--- config.mk ---
export PLATFORM = sky130hd
export DESIGN_NAME = input_debouncer
export DESIGN_NICKNAME = d
export VERILOG_FILES = /design/src/rtl/de1_pkg.sv /design/src/rtl/debounce_bit.sv /design/src/rtl/input_debouncer.sv
export SDC_FILE = /design/constraint.sdc
export NUM_CORES = 1
export LEC_CHECK = 0
export CORE_MARGIN = 2
export CORE_UTILIZATION = 34
export CTS_BUF_LIST = sky130_fd_sc_hd__clkbuf_4 sky130_fd_sc_hd__clkbuf_8
export DETAILED_ROUTE_END_ITERATION = 10
export PLACE_DENSITY = 0.47
export SYNTH_ARGS = -nofsm -noshare
export SYNTH_HDL_FRONTEND = slang
export SYNTH_SLANG_ARGS = --single-unit
--- constraint.sdc ---
create_clock -name CLOCK_50 -period 5.5 [get_ports CLOCK_50]
set_clock_uncertainty 0.1 [all_clocks]
set_input_delay 1.65 -clock CLOCK_50 [delete_from_list [all_inputs] [get_ports CLOCK_50]]
set_output_delay 1.65 -clock CLOCK_50 [all_outputs]
set_load 0.02 [all_outputs]
--- src/rtl/de1_pkg.sv ---
// Board-level constants for the DE1 input conditioning logic.
package de1_pkg;

  localparam int unsigned CLK_HZ        = 50_000_000;
  localparam int unsigned DEBOUNCE_MS   = 20;
  localparam int unsigned CYCLES_PER_MS = CLK_HZ / 1000;

  // Converts a debounce interval in milliseconds to CLOCK_50 cycles.
  function automatic int unsigned ms_to_cycles(input int unsigned ms);
    return ms * CYCLES_PER_MS;
  endfunction

  localparam int unsigned DEFAULT_DEBOUNCE_CYCLES = ms_to_cycles(DEBOUNCE_MS);

endpackage : de1_pkg

--- src/rtl/debounce_bit.sv ---
// Single-bit synchroniser, stability counter and edge-pulse generator.
// The output is normalised to active-high.
module debounce_bit #(
  parameter int unsigned DEBOUNCE_CYCLES = 8,
  parameter bit          ACTIVE_LOW      = 1'b1
) (
  input  logic clk,
  input  logic rst,
  input  logic raw,
  output logic level,
  output logic pressed,
  output logic released
);

  localparam int unsigned CNT_W    = $clog2(DEBOUNCE_CYCLES);
  localparam logic        IDLE_RAW = ACTIVE_LOW;

  logic             sync_q1;
  logic             sync_q2;
  logic [CNT_W-1:0] cnt_q;
  logic             norm_c;

  assign norm_c = sync_q2 ^ ACTIVE_LOW;

  // Two-flop synchroniser; only sync_q1 ever samples the raw pin.
  always_ff @(posedge clk or posedge rst) begin
    if (rst) begin
      sync_q1 <= IDLE_RAW;
      sync_q2 <= IDLE_RAW;
    end else begin
      sync_q1 <= raw;
      sync_q2 <= sync_q1;
    end
  end

  // Any return to the current level restarts the stability interval.
  always_ff @(posedge clk or posedge rst) begin
    if (rst) begin
      cnt_q    <= '0;
      level    <= 1'b0;
      pressed  <= 1'b0;
      released <= 1'b0;
    end else begin
      pressed  <= 1'b0;
      released <= 1'b0;
      if (norm_c == level) begin
        cnt_q <= '0;
      end else if (cnt_q == CNT_W'(DEBOUNCE_CYCLES - 1)) begin
        cnt_q    <= '0;
        level    <= norm_c;
        pressed  <= norm_c;
        released <= ~norm_c;
      end else begin
        cnt_q <= cnt_q + CNT_W'(1);
      end
    end
  end

endmodule : debounce_bit

--- src/rtl/input_debouncer.sv ---
// Debounces a bank of DE1 buttons or switches into active-high levels
// with one-cycle press/release pulses; bits are fully independent.
module input_debouncer
  import de1_pkg::*;
#(
  parameter int unsigned WIDTH           = 4,
  parameter int unsigned DEBOUNCE_CYCLES = DEFAULT_DEBOUNCE_CYCLES,
  parameter bit          ACTIVE_LOW      = 1'b1
) (
  input  logic             CLOCK_50,
  input  logic             RESET,
  input  logic [WIDTH-1:0] RAW,
  output logic [WIDTH-1:0] LEVEL,
  output logic [WIDTH-1:0] PRESSED,
  output logic [WIDTH-1:0] RELEASED
);

  for (genvar i = 0; i < WIDTH; i++) begin : g_bit
    debounce_bit #(
      .DEBOUNCE_CYCLES (DEBOUNCE_CYCLES),
      .ACTIVE_LOW      (ACTIVE_LOW)
    ) u_bit (
      .clk      (CLOCK_50),
      .rst      (RESET),
      .raw      (RAW[i]),
      .level    (LEVEL[i]),
      .pressed  (PRESSED[i]),
      .released (RELEASED[i])
    );
  end

endmodule : input_debouncer

==> results of run 1 <==
[per-layer routing]
metal	wire [um]	vias to the layer above	track usage [%]
li1	-	1692	-
met1	4413	1624	17.39
met2	4062	35	20.21
met3	269	10	3.950
met4	130	0	5.172
met5	0	-	0
[through the flow]
stage,area [um^2],hold slack [ns],utilization (%),total power [uW],instances
floorplan,4767,0.2452,-,799.7,476
detailed placement,5046,0.2479,36.64,816.5,655
finish,5243,0.2622,38.06,1268,671
global placement,5046,0.2471,36.64,816.6,655
CTS,5243,0.2644,38.06,1294,671
global route,5243,0.2694,38.06,1333,671
[state kept, by name (all words and copies together) (netlist names)]
name and cells:
g_bit.u_bit.cnt_q 80, g_bit.u_bit.sync_q2 4, g_bit.u_bit.level 4, g_bit.u_bit.sync_q1 4, g_bit.u_bit.released 4, g_bit.u_bit.pressed 4
[worst max path at each step]
stage,end,startpoint,cells past startpoint
global route,LEVEL[2],g_bit[2].u_bit.level,1
detailed placement,g_bit[2].u_bit.sync_q1,RESET,3
global placement,g_bit[2].u_bit.sync_q1,RESET,3
finish,LEVEL[1],g_bit[1].u_bit.level,1
floorplan,g_bit[0].u_bit.cnt_q[0],RESET,1
CTS,LEVEL[1],g_bit[1].u_bit.level,1
[kinds of logic (layout without fill, tap and decap cells)]
kind of cell / Yosys count / after routing / synth area share (%)
AOI/OAI and AO/OA: 61 / 61 / 7.402
DFF: 100 / 100 / 52.70
adders and majority gates: 4 / 4 / 1.050
and+or+nand+nor: 226 / 226 / 25.49
xor gates and xnor gates: 51 / 51 / 9.370
buffers and inverters: 34 / 49 / 3.990
[cell type report]
class | count | area, um^2
repair buffers | 20 | 192.7
clock buffers | 12 | 165.2
fillers | 1399 | 8531
clock inverters | 4 | 31.28
multi-input cells | 342 | 2064
well taps | 180 | 225.2
inverters | 13 | 51.30
flip-flops and latches | 100 | 2512
[placed cells by master (no fill, tap or decap), types with 2 or more instances in the layout]
cell type,n
a21oi_1,25
and2_1,3
and3_1,13
and4_1,3
buf_4,3
clkbuf_8,12
clkdlybuf4s50_1,17
clkinv_4,2
dfrtp_1,92
dfstp_2,8
ha_1,4
inv_1,12
nand2_1,30
nand2b_1,2
nand3_1,26
nand4_1,18
nand4b_1,2
nor2_1,60
nor3_1,13
nor4_1,11
o21ai_0,22
o21ai_1,3
o21ai_4,2
o31ai_1,7
or2_2,2
or3_1,16
or3b_2,2
or4_1,13
or4_4,3
or4b_1,2
xnor2_1,31
xor2_1,20
[power by group]
group          internal, uW  total [uW]  switching, uW
combinational          13.3        43.0           29.7
sequential              747         757           9.75
clock                   204         468            264
total                   965        1270            303
==> results.md, run 1 <==
* Outcome: finished, final reports clean
* Starting DRT DRC Count at approximately 160
* DIE AREA at 14,980 um^2
* Total grt overflow at 0
* Number of clock sinks at 100
* Setup violations, final at 0
* Cell taking the most area after synthesis: dfrtp_1
* Fmax at 312.7 MHz
* Crit path DAT at 1.45 ns
* DP HPWL at just under 6000 um
* Max FO, Critical Path at 5
* Final hold violations at 0
* Post-CTS Setup Inserts at 0
* Ant diodes at 0
* H-tree depth reported by CTS at 3
* Critical path type: reg -> out
* Vias post-DR at between 3,000 and 4,000
* Layout cells sized above 1 at around 7.9%
* Crit path required time at 3.75 ns
* Starting Density at between 30% and 40%
* GRT Overall Usage at between 10% and 20%
* Count leader, synth: dfrtp_1
* CP Capture Type: output pin
* Routed Antenna Nets at 0
* Port Buffers at 17
* Total Wirelength at between 8000 and 9000 um
* Pre-CTS setup slack at around 2.1 ns
* Worst skew pair latency at between 0.3 and 0.4 ns
* Hold Path Cell Cnt at 0
* Area delta synth->final at 9.974%
* Peak supply drop at 0.0001112 V
* Fin crit period at about 3.2 ns
* Slew Limit Fails at 0
* Syn Area/Cell at around 10 um^2
* Cell Pwr Density at roughly 240 nW/um^2
* Crit Reg-Reg Endpoint: g_bit[2].u_bit.cnt_q[15]
* Setup tns final at 0 ns
* Max transition margin at ~30%
* Yosys warns at 0
* Setup WS post-layout at 2.302 ns
* Nets@finish at 496
* Worst path max stage delay at 0.63 ns
* Reg2reg setup slack at around 3.2 ns
* RSZ-0062 raised after global routing: no
* Netlist cell types at a little over 40
* Die Ht at ~120 um
* RD Place Congestion at 0.7847
* Final Cycle Share at 58.14%
* TritonCTS clock tree: done
* Hold Path Sink: g_bit[0].u_bit.sync_q2
* CP delay by family, top: buffers and inverters
* Clock Tree Buf Depth at 2
* Root Buffer: clkbuf_8
* Critical path launch point type: flip-flop
* Vias in the first global route at around 3,200
* WL/cell at about 13 um
* Buf/Inv on CP at 1
* Register area share after synthesis at roughly 53%
* CTS Hold Buffers Added at 0
* Tightest Pin Transition at 1.050 ns
* Pin count of the biggest net entering global routing at just under 90
* Post-synth EDFFs at 0
* Die Wd at around 120 um
* DRT Pass-1 Iters at 5
* Post-synthesis register bit count at 100
* Crit path cell chain: clkdlybuf4s50_1
* Crit path max-delay cell type: clkdlybuf4s50_1
* Synth Flop Type: dfrtp_1
* Worst-path clk slew at around 0.10 ns
* Min-delay worst type: reg -> reg
* Vias/cell at between 5 and 6
* Leak at about 0.0020 uW
* Worst Reg2Reg Path Length in Cells at 4
* FFs w/ async S/R, synth at 100.0%
* Initial antenna violation count at 0
* CORE AREA at 13,770 um^2
* Hold path startpoint: g_bit[0].u_bit.sync_q1
* # DRC at 0
* Ports at 18
* Row Count at 43
* Top cells by area, synth: dfrtp_1, xnor2_1, nor2_1
* Cell Area, Synth at 4767 um^2
* Post-synthesis net count at around 490
* Synth top cells by count: dfrtp_1, nor2_1, xnor2_1
* Max-cap violations at 0
* Share of the synthesized area in the top cell type at slightly below 50%
* First-pass GRT wire length at ~15,000 um
* Instance count of the mapped netlist at ~480
* Num CTS Buffers at 9
* Post-CTS Resized at 0
* Reg-to-reg startpoint: g_bit[2].u_bit.cnt_q[12]
Power figures use the tool's default switching activity.
==> run 2: changes to the inputs <==
--- a/config.mk
+++ b/config.mk
@@ -9,7 +9,7 @@
 export CORE_UTILIZATION = 34
 export CTS_BUF_LIST = sky130_fd_sc_hd__clkbuf_4 sky130_fd_sc_hd__clkbuf_8
 export DETAILED_ROUTE_END_ITERATION = 10
-export PLACE_DENSITY = 0.47
+export PLACE_DENSITY = 0.48
 export SYNTH_ARGS = -nofsm -noshare
 export SYNTH_HDL_FRONTEND = slang
 export SYNTH_SLANG_ARGS = --single-unit
==> constraint.sdc (replaced) <==
create_clock -name CLOCK_50 -period 2.74 [get_ports CLOCK_50]
set_clock_uncertainty 0.1 [all_clocks]
set_input_delay 0.822 -clock CLOCK_50 [delete_from_list [all_inputs] [get_ports CLOCK_50]]
set_output_delay 0.822 -clock CLOCK_50 [all_outputs]
set_load 0.02 [all_outputs]
==> results.md, run 2 (synthesis results as in run 1) <==
* Peak supply drop at around 0.00022 V
* Most flop-heavy register: g_bit.u_bit.cnt_q
* Initial antenna violation count at 0
* Final hold violations at 0
* Clock Tree Buf Depth at 2
* Vias post-DR at approximately 3,400
* Die Wd at roughly 120 um
* Placed cell count at about 660
* Die Ht at 122.4 um
* Root Buffer: clkbuf_8
* Starting Density at between 30 and 40%
* Max-cap violations at 0
* Fmax at roughly 420 MHz
* Post-CTS Setup Inserts at 0
* RD Place Congestion at around 0.77
* Setup tns final at 0 ns
* Ant diodes at 0
* Vias/cell at 5.045
* Critical path launch point type: flip-flop
* Total grt overflow at 0
* Hold path startpoint: g_bit[1].u_bit.sync_q1
* Reg-to-reg startpoint: g_bit[2].u_bit.cnt_q[12]
* Slew Limit Fails at 0
* Leak at between 0.002 and 0.0025 uW
* Area delta synth->final at 11.15%
* Total Wirelength at about 8800 um
* CP delay by family, top: buffers and inverters
* Register area at around 2500 um^2
* CTS Hold Buffers Added at 0
* Fin crit period at roughly 2.4 ns
* # DRC at 0
* Min-delay worst type: reg -> reg
* DRT Pass-1 Iters at 4
* Crit path DAT at roughly 1.4 ns
* Number of clock sinks at 100
* Max reg flops at 80
* Critical path type: reg -> out
* WL/cell at around 13 um
* DIE AREA at approximately 15,000 um^2
* Tightest Pin Transition at ~0.56 ns
* Max transition margin at between 60 and 70%
* Post-CTS Resized at 0
* Pin count of the biggest net entering global routing at approximately 100
* Port Buffers at 17
* Worst path max stage delay at 0.63 ns
* Ports at 18
* Multi-input logic area at 2064 um^2
* Crit path cell chain: clkdlybuf4s50_1
* RSZ-0062 raised after global routing: no
* First-pass GRT wire length at around 16,000 um
* Starting DRT DRC Count at between 200 and 250
* Worst skew pair latency at 0.38 ns
* Setup violations, final at 0
* Nets@finish at 498
* CORE AREA at approximately 14,000 um^2
* Commonest non-fill, non-tap cell in the layout: dfrtp_1
* Worst-path clk slew at 0.10 ns
* Row Count at 43
* Routed Antenna Nets at 0
* Max FO, Critical Path at 5
* Final hold slack at between 0.2 and 0.3 ns
* Layout cells sized above 1 at under 10%
* H-tree depth reported by CTS at 3
* Final Cycle Share at a little under nine tenths
* Buf/Inv on CP at 1
* GRT Overall Usage at between 10% and 20%
* Num CTS Buffers at 9
* Outcome: finished, final reports clean
* Final cell count without fillers at slightly below 700
* TritonCTS clock tree: done
* CP Capture Type: output pin
* Cell Pwr Density at 506.2 nW/um^2
* Critical path origin: g_bit[1].u_bit.level
* Most frequent cells in the layout: dfrtp_1, nor2_1, xnor2_1
* Filler cells at roughly 1,400
* DP HPWL at ~5800 um
* Setup WS post-layout at approximately 0.38 ns
* Crit path max-delay cell type: clkdlybuf4s50_1
* Vias in the first global route at 3,386
* Pre-CTS setup slack at 0.4247 ns
* Crit path required time at 1.82 ns
## run 2: stage by stage
stage                     power [uW]  util [%]  cell area (um^2)
final                           2682     38.47              5299
after global routing            2797     38.47              5299
after CTS                       2734     38.47              5299
after detailed placement        1643     36.85              5075
after global placement          1642     36.85              5075
after floorplan                 1606         -              4771
## run 2: cell type report
type / instances / area share, %
Multi-Input combinational cell: 342 / 38.96
Inverter: 13 / 0.9917
Timing Repair Buffer: 22 / 4.156
Tap cell: 180 / 4.250
Clock buffer: 10 / 2.597
Clock inverter: 6 / 1.629
Sequential cell: 100 / 47.41
## run 2: worst paths after layout
check / cells past startpoint / end / slack, ns
setup / recovery: 1 / LEVEL[1] / 0.38
hold / removal: 0 / g_bit[1].u_bit.sync_q2 / 0.26
setup reg to reg: 4 / g_bit[2].u_bit.cnt_q[5] / 0.43
hold reg to reg: 0 / g_bit[1].u_bit.sync_q2 / 0.26
max in group asynchronous: 3 / g_bit[2].u_bit.cnt_q[5] / 1.29
min in group asynchronous: 3 / g_bit[3].u_bit.cnt_q[9] / 0.82
## run 2: where the power goes
group	internal [uW]	switching (uW)	total (uW)	leakage, uW
combinational	30.7	61.2	91.9	0.000556
sequential	1500	19.3	1520	0.00136
clock	540	532	1070	0.000113
total	2070	612	2680	0.00203
## run 2: layer usage
| layer | vias up | global-route usage [%] | share of wire [%] |
|---|---|---|---|
| met3 | 14 | 2.695 | 2.7 |
| met2 | 38 | 21.15 | 46 |
| met4 | 0 | 6.609 | 2.3 |
| met5 | - | 0 | 0 |
| met1 | 1647 | 16.57 | 49 |
| li1 | 1696 | - | - |
==> run 3: changes to the inputs <==
--- a/config.mk
+++ b/config.mk
@@ -5,6 +5,7 @@
 export SDC_FILE = /design/constraint.sdc
 export NUM_CORES = 1
 export LEC_CHECK = 0
+export CAP_MARGIN = 20
 export CORE_MARGIN = 2
 export CORE_UTILIZATION = 34
 export CTS_BUF_LIST = sky130_fd_sc_hd__clkbuf_4 sky130_fd_sc_hd__clkbuf_8
==> results of run 3 <==
Same layout as run 2: the final DEF is identical, and so are final timing and power.
